$ cat config.mk
export PLATFORM = sky130hd
export DESIGN_NAME = rv32_mem_loader_flat
export DESIGN_NICKNAME = d
export VERILOG_FILES = /design/src/rtl/rv32_mem_loader_if.sv /design/src/rtl/rv32_mem_loader.sv /design/src/flat_wrapper.sv
export SDC_FILE = /design/constraint.sdc
export NUM_CORES = 1
export LEC_CHECK = 0
export BUFFER_PORTS_ARGS = -buffer_cell sky130_fd_sc_hd__buf_4
export CORE_ASPECT_RATIO = 1.25
export CORE_UTILIZATION = 45
export DETAILED_ROUTE_END_ITERATION = 16
export GPL_ROUTABILITY_DRIVEN = 0
export GPL_TIMING_DRIVEN = 0
export PLACE_DENSITY_LB_ADDON = 0.08
export SETUP_SLACK_MARGIN = 0.15
export SYNTH_ARGS = -nofsm -noshare
export SYNTH_HDL_FRONTEND = slang
export SYNTH_SLANG_ARGS = --single-unit
$ cat constraint.sdc
create_clock -name clk -period 12 [get_ports clk]
set_input_delay 0 -clock clk [delete_from_list [all_inputs] [get_ports clk]]
set_output_delay 0 -clock clk [all_outputs]
set_load 0.02 [all_outputs]
$ cat src/rtl/rv32_mem_loader_if.sv
// Stream and memory-write bundle of the rv32 memory loader.
// The loader is the stream slave and drives the memory-write side.
interface rv32_mem_loader_if;
  logic        in_valid;
  logic [7:0]  in_data;
  logic        in_ready;
  logic        mem_we;
  logic [31:0] mem_addr;
  logic [31:0] mem_wdata;
  logic [3:0]  mem_be;

  modport slave (
    input  in_valid, in_data,
    output in_ready, mem_we, mem_addr, mem_wdata, mem_be
  );

  modport master (
    output in_valid, in_data,
    input  in_ready, mem_we, mem_addr, mem_wdata, mem_be
  );
endinterface

$ cat src/rtl/rv32_mem_loader.sv
// Framed byte-stream loader: packs ADDR/LEN/payload frames into little-endian
// word writes and holds the core in reset until a LEN==0 frame arrives.
module rv32_mem_loader #(
  parameter logic [31:0] MEM_BASE  = 32'h0000_0000,
  parameter int unsigned MEM_BYTES = 8192
) (
  input  logic             clk,
  input  logic             reset,
  rv32_mem_loader_if.slave bus,
  output logic             core_reset_n,
  output logic             load_done,
  output logic             load_err
);
  localparam logic [31:0] WIN_BYTES = 32'(MEM_BYTES);

  typedef enum logic [1:0] {
    HDR_ADDR = 2'd0,
    HDR_LEN  = 2'd1,
    DATA     = 2'd2,
    DONE     = 2'd3
  } state_e;

  state_e      state_q, state_d;
  logic [1:0]  hdr_cnt_q, hdr_cnt_d;
  logic [31:0] base_q, base_d;
  logic [31:0] remaining_q, remaining_d;
  logic [31:0] cur_addr_q, cur_addr_d;
  logic [31:0] wbuf_q, wbuf_d;
  logic [3:0]  wbe_q, wbe_d;
  logic        in_ready_q, in_ready_d;
  logic        mem_we_q, mem_we_d;
  logic [31:0] mem_addr_q, mem_addr_d;
  logic [31:0] mem_wdata_q, mem_wdata_d;
  logic [3:0]  mem_be_q, mem_be_d;
  logic        core_reset_n_q, core_reset_n_d;
  logic        load_done_q, load_done_d;
  logic        load_err_q, load_err_d;

  logic        accept_s;
  logic        in_win_s;
  logic        last_byte_s;
  logic        issue_s;
  logic [1:0]  lane_s;
  logic [31:0] len_full_s;
  logic [31:0] word_s;
  logic [3:0]  be_s;

  // Per-byte datapath: window test, lane merge and write-issue decision.
  always_comb begin
    accept_s    = bus.in_valid & in_ready_q;
    lane_s      = cur_addr_q[1:0];
    in_win_s    = (cur_addr_q - MEM_BASE) < WIN_BYTES;
    last_byte_s = (remaining_q == 32'd1);
    issue_s     = (lane_s == 2'd3) | last_byte_s;
    // The 4th LEN byte is still on the bus, so the full length is assembled here.
    len_full_s  = {bus.in_data, remaining_q[23:0]};
    word_s      = wbuf_q;
    word_s[{lane_s, 3'b000} +: 8] = bus.in_data;
    be_s        = wbe_q | (in_win_s ? (4'b0001 << lane_s) : 4'b0000);
  end

  // Frame parser and write generator.
  always_comb begin
    state_d        = state_q;
    hdr_cnt_d      = hdr_cnt_q;
    base_d         = base_q;
    remaining_d    = remaining_q;
    cur_addr_d     = cur_addr_q;
    wbuf_d         = wbuf_q;
    wbe_d          = wbe_q;
    mem_we_d       = 1'b0;
    mem_addr_d     = mem_addr_q;
    mem_wdata_d    = mem_wdata_q;
    mem_be_d       = mem_be_q;
    core_reset_n_d = core_reset_n_q;
    load_done_d    = load_done_q;
    load_err_d     = load_err_q;

    if (accept_s) begin
      case (state_q)
        HDR_ADDR: begin
          base_d[{hdr_cnt_q, 3'b000} +: 8] = bus.in_data;
          if (hdr_cnt_q == 2'd3) begin
            state_d   = HDR_LEN;
            hdr_cnt_d = 2'd0;
          end else begin
            hdr_cnt_d = hdr_cnt_q + 2'd1;
          end
        end
        HDR_LEN: begin
          remaining_d[{hdr_cnt_q, 3'b000} +: 8] = bus.in_data;
          if (hdr_cnt_q == 2'd3) begin
            hdr_cnt_d = 2'd0;
            if (len_full_s == 32'd0) begin
              state_d        = DONE;
              load_done_d    = 1'b1;
              core_reset_n_d = 1'b1;
            end else begin
              state_d    = DATA;
              cur_addr_d = base_q;
            end
          end else begin
            hdr_cnt_d = hdr_cnt_q + 2'd1;
          end
        end
        DATA: begin
          cur_addr_d  = cur_addr_q + 32'd1;
          remaining_d = remaining_q - 32'd1;
          load_err_d  = load_err_q | ~in_win_s;
          if (issue_s) begin
            // A word whose lanes all fell outside the window produces no strobe.
            mem_we_d    = |be_s;
            mem_addr_d  = {cur_addr_q[31:2], 2'b00};
            mem_wdata_d = word_s;
            mem_be_d    = be_s;
            wbuf_d      = 32'd0;
            wbe_d       = 4'd0;
          end else begin
            wbuf_d = word_s;
            wbe_d  = be_s;
          end
          if (last_byte_s) begin
            state_d   = HDR_ADDR;
            hdr_cnt_d = 2'd0;
          end else begin
            state_d = DATA;
          end
        end
        default: begin
          state_d = DONE;
        end
      endcase
    end else begin
      mem_we_d = 1'b0;
    end

    in_ready_d = (state_d != DONE);
  end

  // State and registered outputs; reset discards any partially built word.
  always_ff @(posedge clk or posedge reset) begin
    if (reset) begin
      state_q        <= HDR_ADDR;
      hdr_cnt_q      <= 2'd0;
      base_q         <= 32'd0;
      remaining_q    <= 32'd0;
      cur_addr_q     <= 32'd0;
      wbuf_q         <= 32'd0;
      wbe_q          <= 4'd0;
      in_ready_q     <= 1'b0;
      mem_we_q       <= 1'b0;
      mem_addr_q     <= 32'd0;
      mem_wdata_q    <= 32'd0;
      mem_be_q       <= 4'd0;
      core_reset_n_q <= 1'b0;
      load_done_q    <= 1'b0;
      load_err_q     <= 1'b0;
    end else begin
      state_q        <= state_d;
      hdr_cnt_q      <= hdr_cnt_d;
      base_q         <= base_d;
      remaining_q    <= remaining_d;
      cur_addr_q     <= cur_addr_d;
      wbuf_q         <= wbuf_d;
      wbe_q          <= wbe_d;
      in_ready_q     <= in_ready_d;
      mem_we_q       <= mem_we_d;
      mem_addr_q     <= mem_addr_d;
      mem_wdata_q    <= mem_wdata_d;
      mem_be_q       <= mem_be_d;
      core_reset_n_q <= core_reset_n_d;
      load_done_q    <= load_done_d;
      load_err_q     <= load_err_d;
    end
  end

  assign bus.in_ready  = in_ready_q;
  assign bus.mem_we    = mem_we_q;
  assign bus.mem_addr  = mem_addr_q;
  assign bus.mem_wdata = mem_wdata_q;
  assign bus.mem_be    = mem_be_q;
  assign core_reset_n  = core_reset_n_q;
  assign load_done     = load_done_q;
  assign load_err      = load_err_q;
endmodule

$ cat src/flat_wrapper.sv
// flat-port wrapper written by rule: the top's interface ports become plain ports
module rv32_mem_loader_flat 
#(
  parameter logic [31:0] MEM_BASE  = 32'h0000_0000,
  parameter int unsigned MEM_BYTES = 8192
)
  (clk, reset, core_reset_n, load_done, load_err, bus_in_valid, bus_in_data, bus_in_ready, bus_mem_we, bus_mem_addr, bus_mem_wdata, bus_mem_be);
  rv32_mem_loader_if bus_i ();
  input  logic clk;
  input  logic reset;
  output logic core_reset_n;
  output logic load_done;
  output logic load_err;
  input wire logic [$bits(bus_i.in_valid)-1:0] bus_in_valid;
  input wire logic [$bits(bus_i.in_data)-1:0] bus_in_data;
  output wire logic [$bits(bus_i.in_ready)-1:0] bus_in_ready;
  output wire logic [$bits(bus_i.mem_we)-1:0] bus_mem_we;
  output wire logic [$bits(bus_i.mem_addr)-1:0] bus_mem_addr;
  output wire logic [$bits(bus_i.mem_wdata)-1:0] bus_mem_wdata;
  output wire logic [$bits(bus_i.mem_be)-1:0] bus_mem_be;
  assign bus_i.in_valid = bus_in_valid;
  assign bus_i.in_data = bus_in_data;
  assign bus_in_ready = bus_i.in_ready;
  assign bus_mem_we = bus_i.mem_we;
  assign bus_mem_addr = bus_i.mem_addr;
  assign bus_mem_wdata = bus_i.mem_wdata;
  assign bus_mem_be = bus_i.mem_be;
  rv32_mem_loader #(.MEM_BASE(MEM_BASE), .MEM_BYTES(MEM_BYTES)) u_core (.clk(clk), .reset(reset), .bus(bus_i), .core_reset_n(core_reset_n), .load_done(load_done), .load_err(load_err));
endmodule
==> results by group <==
Yosys
  • Post-synth top area share: 48.4%
  • Seq/Total Area, Yosys: 48.4%
  • Post-synth EDFFs: 0
  • Synth unique cells: 66
  • Avg Inst Size Synth: 9.63 um2
  • Cell count after synthesis: 1106
  • Yosys top cell by area: dfrtp_1
  • Synth Register Bits: 206
  • Yosys Warn Count: 0
  • Fraction of registers with async set/reset: 100%
  • Top-count cell post-synth: dfrtp_1
  • Ys flop type: dfrtp_1
  • Post-synth top cells: dfrtp_1, nand2_1, o21ai_0
  • Dominant cells by area after synthesis: dfrtp_1, o21ai_0, nand2_1
  • Syn Std Cell Area: 10600 um2

Clock tree
  • Reg clk slew, reported paths: 0.07 ns
  • Clock sinks: 206
  • Setup bufs post-CTS: 0
  • TritonCTS Buffers: 23
  • Clk_lat worst skew: 0.52 ns
  • CTS H-tree depth: 1
  • CTS root buf: clkbuf_16
  • Clock buffer depth: 3
  • CTS tree: built

Timing
  • Unrepaired setup endpoints after global routing: false
  • Final hold vios: 0
  • Worst-case clock skew: 0.0130 ns
  • Final worst slack: 8.62 ns
  • Worst slew pin tran: 1.36 ns
  • Setup tns final: 0 ns
  • Slew Limit Headroom: 8.78%
  • Final min period: 3.38 ns
  • FMAX: 0.296 GHz
  • Hold_ws: 0.0983 ns
  • # setup viols final: 0
  • Fin. max-slew vios: 0
  • Period Utilization, post-route: 28.2%

Critical path
  • CP startpoint: u_core.remaining_q[19]$_DFFE_PP0P_
  • CP endpoint kind: register
  • Worst path required time: 12.40 ns
  • CP Max Fanout: 10
  • CP peak stage delay: 0.65 ns
  • CP Capture Point: u_core.bus.mem_addr[5]$_DFFE_PP0P_
  • CP cell instances: or3_1 > clkbuf_1 > nor4b_4 > nand4_2 > a21oi_4 > buf_6 > mux2_2
  • Reg2reg start: u_core.remaining_q[19]$_DFFE_PP0P_
  • FF-to-FF setup slack: 8.62 ns
  • CP startpoint kind: register
  • Critical path type: reg2reg
  • R2R depth: 7
  • CP arrival: 3.78 ns
  • Worst r2r dst: u_core.bus.mem_addr[5]$_DFFE_PP0P_
  • Crit-path slowest cell: a21oi_4

Routing
  • Via density: 6.00
  • WL/cell: 21.8 um
  • Initial DRT Pass Iterations: 5
  • 1st-iter DRT viols: 804
  • DRC viols: 0
  • Antenna Nets Post-Route: 0
  • Drt total wl: 33300 um
  • Vias: 9145

Min path
  • Min-delay worst type: in2async

Placed design
  • Cells after DPL: 1476
  • Area after DPL: 11700 um2
  • PortBufs: 80
  • DP HPWL: 22800 um
  • Setup WS pre-CTS: 8.72 ns

Power
  • Comb power frac: 2.6%
  • P_leak: 5.64 nW
  • Sw Ratio: 22.3%
  • Share of power burned in registers: 48.1%
  • Sw Pwr: 0.000322 W
  • Max IR drop VDD: 115 uV
  • Power Internal: 0.00112 W
  • PD cells: 116 nW/um2
  • Clock share of power: 49.3%

Cells and area
  • Fin cells: 1524
  • Area Growth Syn to Fin: 17.3%
  • Fin area: 12500 um2
  • Layout cells sized above 1: 13.3%
  • ANT cells: 0
  • Register Area: 5150 um2
  • Nets@finish: 1252
  • Area of the multi-input gates: 4940 um2
  • Filler cells: 2159

GRT
  • Total GRT Usage: 27.9%
  • Initial antenna violation count: 0
  • Vias in the first global route: 8953
  • First-pass GRT wire length: 52600 um
  • Gr ovfl total: 0
  • Largest net degree at the start of global routing: 123

Floorplan
  • Die width: 140 um
  • FP Rows: 62
  • Starting Density: 46.1%
  • Die ar.: 24300 um2
  • Die height: 174 um
  • Core box area: 23100 um2
  • I/O Pins: 84

Run
  • Maxcap violations: 0

Status
  • Outcome: complete, no violations
==> worst min-delay path by stage <==
stage,startpoint,end,slack [ns],cells past startpoint
after global placement,bus_in_data[4],u_core.base_q[12]$_DFFE_PP0P_,0.36,3
after detailed placement,reset,u_core.remaining_q[17]$_DFFE_PP0P_,0.13,2
after global routing,reset,u_core.remaining_q[18]$_DFFE_PP0P_,0.19,3
final,reset,u_core.remaining_q[17]$_DFFE_PP0P_,0.1,3
after floorplan,bus_in_data[2],u_core.base_q[10]$_DFFE_PP0P_,0.16,2
after CTS,reset,u_core.remaining_q[17]$_DFFE_PP0P_,0.15,3
==> area by class of cell <==
class | count | share of cell area, %
Timing Repair Buffer | 90 | 5.75
Tap cell | 288 | 2.89
Buffer | 78 | 2.87
Clock inverter | 7 | 0.742
Inverter | 54 | 1.68
Clock buffer | 32 | 5.20
Multi-Input combinational cell | 769 | 39.6
Sequential cell | 206 | 41.3
==> layout by cell type (no fill, tap or decap), drive strengths merged, types with 10 or more instances in the layout <==
cell type	synthesis	routed
nand2	142	142
o22ai	17	17
mux2i	14	14
a31oi	10	10
and3	18	18
nor2	39	39
nor4	19	19
o2bb2ai	25	25
ha	19	19
nand4	20	20
o21ai	109	109
a22oi	11	11
mux2	67	67
a2bb2oi	15	15
nor3	18	18
nand3	47	47
dfrtp	206	206
a21oi	66	66
buf	17	98
clkbuf	61	93
a22o	11	11
inv	52	54
==> metrics by stage <==
step                total power, W  util (%)
floorplan                 0.000725         -
global placement          0.000742      50.2
detailed placement        0.000743      50.4
CTS                        0.00146      54.0
global route               0.00148      54.0
finish                     0.00144      54.0
==> what timing repair did <==
item                                   in CTS  in global routing
endpoints found under the hold margin     112                  0
hold buffers                                9                  0
resized for setup                           0                  0
==> cells by family (layout without fill, tap and decap cells) <==
family                     after synthesis  count (layout)  synth area share, %
buffers and inverters                  132             261                 5.26
AOI/OAI and AO/OA                      317             317                 19.2
other                                    1               2               0.0352
adders and majority gates               19              19                 2.23
and+or+nand+nor                        350             350                 16.4
DFF                                    206             206                 48.4
muxes                                   81              81                 8.40
==> routing by layer <==
metal	GRT usage [%]	wire (um)
met5	0	0
met3	3.88	1980
met1	37.5	14400
met2	46.3	15900
met4	9.75	1020
==> worst max-delay path, delay by kind of cell (launching register included) <==
| family | cells | cell delay [ns] |
|---|---|---|
| flip-flops | 1 | 0.44 |
| buffers and inverters | 2 | 0.50 |
| AO/OA/AOI/OAI | 1 | 0.65 |
| multiplexers | 1 | 0.36 |
| AND/OR/NAND/NOR | 3 | 1.30 |
==> flip-flops by register name (all words and copies together), names as in the netlist <==
name and cells:
u_core.core_reset_n 1, u_core.base_q 32, u_core.wbuf_q 32, u_core.bus.mem_wdata 32, u_core.bus.in_ready 1, u_core.cur_addr_q 32
u_core.remaining_q 32, u_core.load_err 1, u_core.bus.mem_be 4, u_core.bus.mem_addr 30, u_core.bus.mem_we 1, u_core.state_q 2
u_core.hdr_cnt_q 2, u_core.wbe_q 4
==> power groups by stage <==
stage	registers [W]	logic [W]	clock network (W)
CTS	0.000694	0.0000384	0.000724
global route	0.000694	0.0000415	0.000749
floorplan	0.000708	0.0000171	0
finish	0.000695	0.0000374	0.000712
global placement	0.000708	0.0000347	0
detailed placement	0.000707	0.0000360	0
(Power assumes the default switching activity.)
